==> src/rtl/regbank_pkg.sv <==
// regbank_pkg: shared constants, types and helpers for the regbank_sb
// register bank with write-pending scoreboard.
package regbank_pkg;

  localparam int DEF_WIDTH = 32;
  localparam int DEF_DEPTH = 32;
  localparam int DEF_AW    = $clog2(DEF_DEPTH);

  // Upper bound for the popcount helper; DEPTH must not exceed this.
  localparam int MAX_DEPTH = 1024;

  typedef logic [DEF_AW-1:0]    reg_addr_t;
  typedef logic [DEF_WIDTH-1:0] reg_data_t;

  // Hardwired-zero register index: never stored, never busy.
  localparam reg_addr_t ZERO_REG = reg_addr_t'(0);

  // Number of set bits in a busy vector (zero-extended to MAX_DEPTH).
  function automatic int unsigned popcount(input logic [MAX_DEPTH-1:0] v);
    int unsigned n;
    n = 32'd0;
    for (int i = 0; i < MAX_DEPTH; i++) begin
      n = n + 32'(v[i]);
    end
    return n;
  endfunction

endpackage

==> src/rtl/regbank_rport.sv <==
// regbank_rport: one combinational read port of regbank_sb.
// Selects the addressed register and busy bit, forces register 0 to read
// as zero and not busy. With REGBANK_BYPASS_EN defined, a same-cycle write
// to the addressed register is forwarded (data = wd, busy = 0) unless the
// bank is in reset.
module regbank_rport
  import regbank_pkg::*;
#(
  parameter int WIDTH = DEF_WIDTH,
  parameter int DEPTH = DEF_DEPTH,
  parameter int AW    = $clog2(DEPTH)
) (
  input  logic                   rst,
  input  logic [DEPTH*WIDTH-1:0] mem_flat,
  input  logic [DEPTH-1:0]       busy_vec,
  input  logic                   we,
  input  logic [AW-1:0]          wa,
  input  logic [WIDTH-1:0]       wd,
  input  logic [AW-1:0]          ra,
  output logic [WIDTH-1:0]       rd,
  output logic                   rbusy
);

`ifndef REGBANK_BYPASS_EN
  // Write-port signals only matter when forwarding is built in.
  logic unused_wr_s;
  assign unused_wr_s = ^{rst, we, wa, wd};
`endif

  // Address mux with zero-register override and optional write forwarding.
  always_comb begin
    rd    = '0;
    rbusy = 1'b0;
    if (ra == AW'(ZERO_REG)) begin
      rd    = '0;
      rbusy = 1'b0;
    end
`ifdef REGBANK_BYPASS_EN
    else if (!rst && we && (wa != AW'(ZERO_REG)) && (ra == wa)) begin
      rd    = wd;
      rbusy = 1'b0;
    end
`endif
    else begin
      rd    = mem_flat[int'(ra)*WIDTH +: WIDTH];
      rbusy = busy_vec[ra];
    end
  end

endmodule

==> src/rtl/regbank_sb.sv <==
// regbank_sb: register bank with integrated write-pending scoreboard.
// NREAD combinational read ports, one synchronous write port, hardwired
// zero register, per-register busy bits (set by issue, cleared by
// writeback; set wins on a same-register collision) and a registered
// busy count. Optional macro REGBANK_BYPASS_EN enables same-cycle
// write-to-read forwarding in every read port.
module regbank_sb
  import regbank_pkg::*;
#(
  parameter int WIDTH = DEF_WIDTH,
  parameter int DEPTH = DEF_DEPTH,
  parameter int NREAD = 2,
  localparam int AW   = $clog2(DEPTH)
) (
  input  logic                        clk,
  input  logic                        rst,
  input  logic [NREAD-1:0][AW-1:0]    ra,
  output logic [NREAD-1:0][WIDTH-1:0] rd,
  output logic [NREAD-1:0]            rbusy,
  input  logic                        we,
  input  logic [AW-1:0]               wa,
  input  logic [WIDTH-1:0]            wd,
  input  logic                        set_busy,
  input  logic [AW-1:0]               sa,
  output logic [AW:0]                 busy_cnt
);

  // Storage for registers 1..DEPTH-1; register 0 has none.
  logic [WIDTH-1:0]       mem_r [1:DEPTH-1];
  logic [DEPTH*WIDTH-1:0] mem_flat_s;
  logic [DEPTH-1:0]       busy_r;
  logic [DEPTH-1:0]       busy_next_s;
  logic [MAX_DEPTH-1:0]   busy_ext_s;

  // Flattened view of the register file with slot 0 tied to zero.
  assign mem_flat_s[0 +: WIDTH] = '0;
  for (genvar g = 1; g < DEPTH; g++) begin : g_flat
    assign mem_flat_s[g*WIDTH +: WIDTH] = mem_r[g];
  end

  // Register file update: reset clears all, otherwise the write port.
  always_ff @(posedge clk) begin
    if (rst) begin
      for (int i = 1; i < DEPTH; i++) begin
        mem_r[i] <= '0;
      end
    end else begin
      for (int i = 1; i < DEPTH; i++) begin
        if (we && (wa == AW'(i))) begin
          mem_r[i] <= wd;
        end
      end
    end
  end

  // Next busy vector: reset clears, a new producer beats a writeback clear.
  always_comb begin
    busy_next_s = '0;
    for (int i = 0; i < DEPTH; i++) begin
      if (i == 32'sd0) begin
        busy_next_s[i] = 1'b0;
      end else if (rst) begin
        busy_next_s[i] = 1'b0;
      end else if (set_busy && (sa == AW'(i))) begin
        busy_next_s[i] = 1'b1;
      end else if (we && (wa == AW'(i))) begin
        busy_next_s[i] = 1'b0;
      end else begin
        busy_next_s[i] = busy_r[i];
      end
    end
  end

  // Zero-extend the next busy vector for the popcount helper.
  always_comb begin
    busy_ext_s              = '0;
    busy_ext_s[DEPTH-1:0]   = busy_next_s;
  end

  // Busy bits and their count, registered together so they always agree.
  always_ff @(posedge clk) begin
    if (rst) begin
      busy_r   <= '0;
      busy_cnt <= '0;
    end else begin
      busy_r   <= busy_next_s;
      busy_cnt <= (AW+1)'(popcount(busy_ext_s));
    end
  end

  for (genvar p = 0; p < NREAD; p++) begin : g_rport
    regbank_rport #(
      .WIDTH (WIDTH),
      .DEPTH (DEPTH),
      .AW    (AW)
    ) u_rport (
      .rst      (rst),
      .mem_flat (mem_flat_s),
      .busy_vec (busy_r),
      .we       (we),
      .wa       (wa),
      .wd       (wd),
      .ra       (ra[p]),
      .rd       (rd[p]),
      .rbusy    (rbusy[p])
    );
  end

endmodule

==> config.mk <==
export PLATFORM = sky130hd
export DESIGN_NAME = regbank_sb
export DESIGN_NICKNAME = d
export VERILOG_FILES = /design/src/rtl/regbank_pkg.sv /design/src/rtl/regbank_rport.sv /design/src/rtl/regbank_sb.sv
export SDC_FILE = /design/constraint.sdc
export NUM_CORES = 2
export LEC_CHECK = 0
export BUFFER_PORTS_ARGS = -buffer_cell sky130_fd_sc_hd__buf_2
export CORE_ASPECT_RATIO = 0.7
export CORE_MARGIN = 10
export CORE_UTILIZATION = 65
export CTS_CLUSTER_SIZE = 25
export DETAILED_ROUTE_END_ITERATION = 16
export PLACE_DENSITY = 0.86
export SLEW_MARGIN = 40
export SYNTH_ARGS = -nofsm -noshare
export SYNTH_HDL_FRONTEND = slang
export SYNTH_SLANG_ARGS = --single-unit
export TNS_END_PERCENT = 20
==> constraint.sdc <==
create_clock -name clk -period 14.4 [get_ports clk]
set_input_delay 2.16 -clock clk [delete_from_list [all_inputs] [get_ports clk]]
set_output_delay 2.16 -clock clk [all_outputs]
set_load 0.02 [all_outputs]
==> flow_metrics.tcl <==
set metrics [dict create \
    outcome "finished, final reports clean" \
    num_vias 41760 \
    fmax_ghz 0.1194 \
    dr.pass1.iters 9 \
    power.density_nw_per_um2 114.7 \
    crit_chain "buf_8 > buf_4 > buf_6 > buf_4 > mux2i_1 > o22ai_1 > nor3_1 > a211oi_2 > buf_2" \
    critPathKind "in -> out" \
    hold_class "reg -> reg" \
    ys_seq_area_frac 0.5346 \
    yosysTopAreaCellShare 0.5216 \
    grt_pass1_wl_um 278900 \
    cts_buffers 98 \
    slew_headroom 0.3729 \
    finalClockSkew_ns 0.008851 \
    synthesis.area_um2 57110 \
    grt_max_degree 130 \
    drtAntennaViolNets 0 \
    vias_per_cell 7.534 \
    rsz0062_at_grt "false" \
    hold_buffers 0 \
    cp_top_family "buffers and inverters" \
    clock_latency_ns 0.70 \
    finalMaxSlewViolations 0 \
    post-route-period-util 0.5817 \
    core_area_um2 86600 \
    nNetsFinal 4381 \
    area_growth_pct 7.517 \
    hold_slack_ns 0.5030 \
    crit_slowest_cell "buf_4" \
    wl_per_cell_um 35.36 \
    antenna_found_initial 22 \
    final_hold_viol_count 0 \
    dieArea_um2 100300 \
    cp.buffers_inverters 5 \
    reg2reg_from "busy_r[2]" \
    first_global_vias 40750 \
    cp-startpoint "ra[0]" \
    path_max_fanout 63 \
    design_area_um2 61400 \
    maxCapViolCount 0 \
    numPortBuffers 127 \
    post_dp_cell_area_um2 58140 \
    avgSynthCellArea_um2 12.94 \
    synthArstFlopShare 0 \
    setup_tns_ns 0 \
    timing.critical_path.mode_cell "buf_4" \
    leakage_nw 22.52 \
    setup_viol 0 \
    start_util 0.6595 \
    cts_resized 0 \
    cts.sinks 1029 \
    cpPeakStageDelay_ns 0.73 \
    min_period_ns 8.376 \
    yosys-top-cells-area "edfxtp_1 (52%), and2_1 (11%), mux2i_1 (10%)" \
    fin_util 0.7090 \
    syn_nets 4498 \
    critPathLaunchType "primary input" \
    drt_iter0_markers 7911 \
    ios 128 \
    cp_data_arrival_time_ns 6.22 \
    synth_cell_types 59 \
    postCtsSetupRepairBufs 0 \
    synth_top_area_cell "edfxtp_1" \
    totalPowerFinal_mw 7.042 \
    irDropWorstVdd_v 0.00008074 \
    track_usage 0.3815 \
    required_ns 12.24 \
    layout_commonest_cell "and2_1" \
    cts_tree "done" \
    synth_flop_cell "edfxtp_1" \
    core.rowCount 90 \
    drc 0 \
    ys_ff_latch 1029 \
    die_w_um 374.3 \
    htreeDepth 3 \
    drive_gt1_frac 0.1866 \
    min-delay-start "busy_r[27]" \
    cts-root-buf "clkbuf_16" \
    clk_pin_slew_ns 0.06 \
    syn-instance-count 4412 \
    cp-end-kind "primary output" \
    worstMarginPinSlew_ns 0.9407 \
    ys_warn_count 0 \
    clockBufferDepth 3 \
    dp_hpwl_um 108800 \
    routed_wl_um 196000 \
    routabilityCongestion 0.9272 \
    final_cell_mix "and2_1 (994), edfxtp_1 (992), mux2i_1 (591)" \
    die_y_um 268.0 \
    overflow 0 \
    synth_edf_count 992 \
]
final timing paths:
| kind | to | slack [ns] | cells after the start |
|---|---|---|---|
| max reg2reg | busy_cnt[4] | 9.13 | 16 |
| min | busy_r[27] | 0.50 | 2 |
| min reg2reg | busy_r[27] | 0.50 | 2 |
| max | rd[30] | 6.02 | 9 |
routing by layer:
layer	track usage	part of all wire	vias to the layer above
met1	0.4805	0.33	20050
li1	-	-	16380
met3	0.1704	0.19	1040
met2	0.5483	0.41	4275
met4	0.2129	0.069	20
met5	0	0.00091	-
Yosys cell counts (11+ instances only):
cell type    n
a211oi_2    58
a21oi_1     52
a221o_1     33
a221oi_1    33
a22o_1      15
a22oi_1     72
a32o_1      15
and2_1     996
buf_2       93
buf_4       58
buf_6       29
clkbuf_1   265
dfxtp_1     37
edfxtp_1   992
fa_1        23
inv_1       53
mux2_2     124
mux2i_1    591
mux4_2     134
nand2_1     26
nand2b_1    11
nor2_1      45
nor2b_1     53
nor3_1     139
nor4_2      31
o22ai_1    293
o2bb2ai_1   12
or3_1       32
final cells by class:
class	count	area, um2
sequential	1029	30530
fill	5516	25200
multi-input combinational	2869	24350
clock buffer	124	2614
timing repair buffer	244	1749
tap	1150	1439
clock inverter	53	465.4
inverter	53	198.9
antenna	21	52.55
tightest hold or removal path, stage by stage, from the launching register on:
cell	delay, ns
dfxtp_1	0.33
inv_1	0.08
o2bb2ai_1	0.06
cells by family (layout without fill, tap and decap cells):
family,Yosys count,after routing,share of synthesized area
simple gates,1362,1362,0.1470
buf+inv,514,474,0.04439
fa+ha+maj,30,30,0.009596
mux,858,858,0.1827
flops,1029,1029,0.5346
other cells,0,21,0
compound gates,619,619,0.08172
registers in the layout (all words and copies together) (netlist names):
| register | count |
|---|---|
| mem_r | 992 |
| busy_r | 31 |
| busy_cnt | 6 |
per-stage QoR:
| stage | setup WS, ns | instances |
|---|---|---|
| 3_5_place_dp | 5.507 | 5341 |
| 2_1_floorplan | 4.453 | 4412 |
| 6_report | 6.024 | 5543 |
| 3_3_place_gp | 5.540 | 5330 |
| 5_1_grt | 5.944 | 5530 |
| 4_1_cts | 5.892 | 5518 |
power breakdown:
group	switching [mW]	internal, mW	total, mW	leakage [nW]
Clock	1.16	1.41	2.57	1.49
Sequential	0.0904	3.45	3.54	9.76
Combinational	0.621	0.320	0.941	11.3
Power figures use the tool's default switching activity.
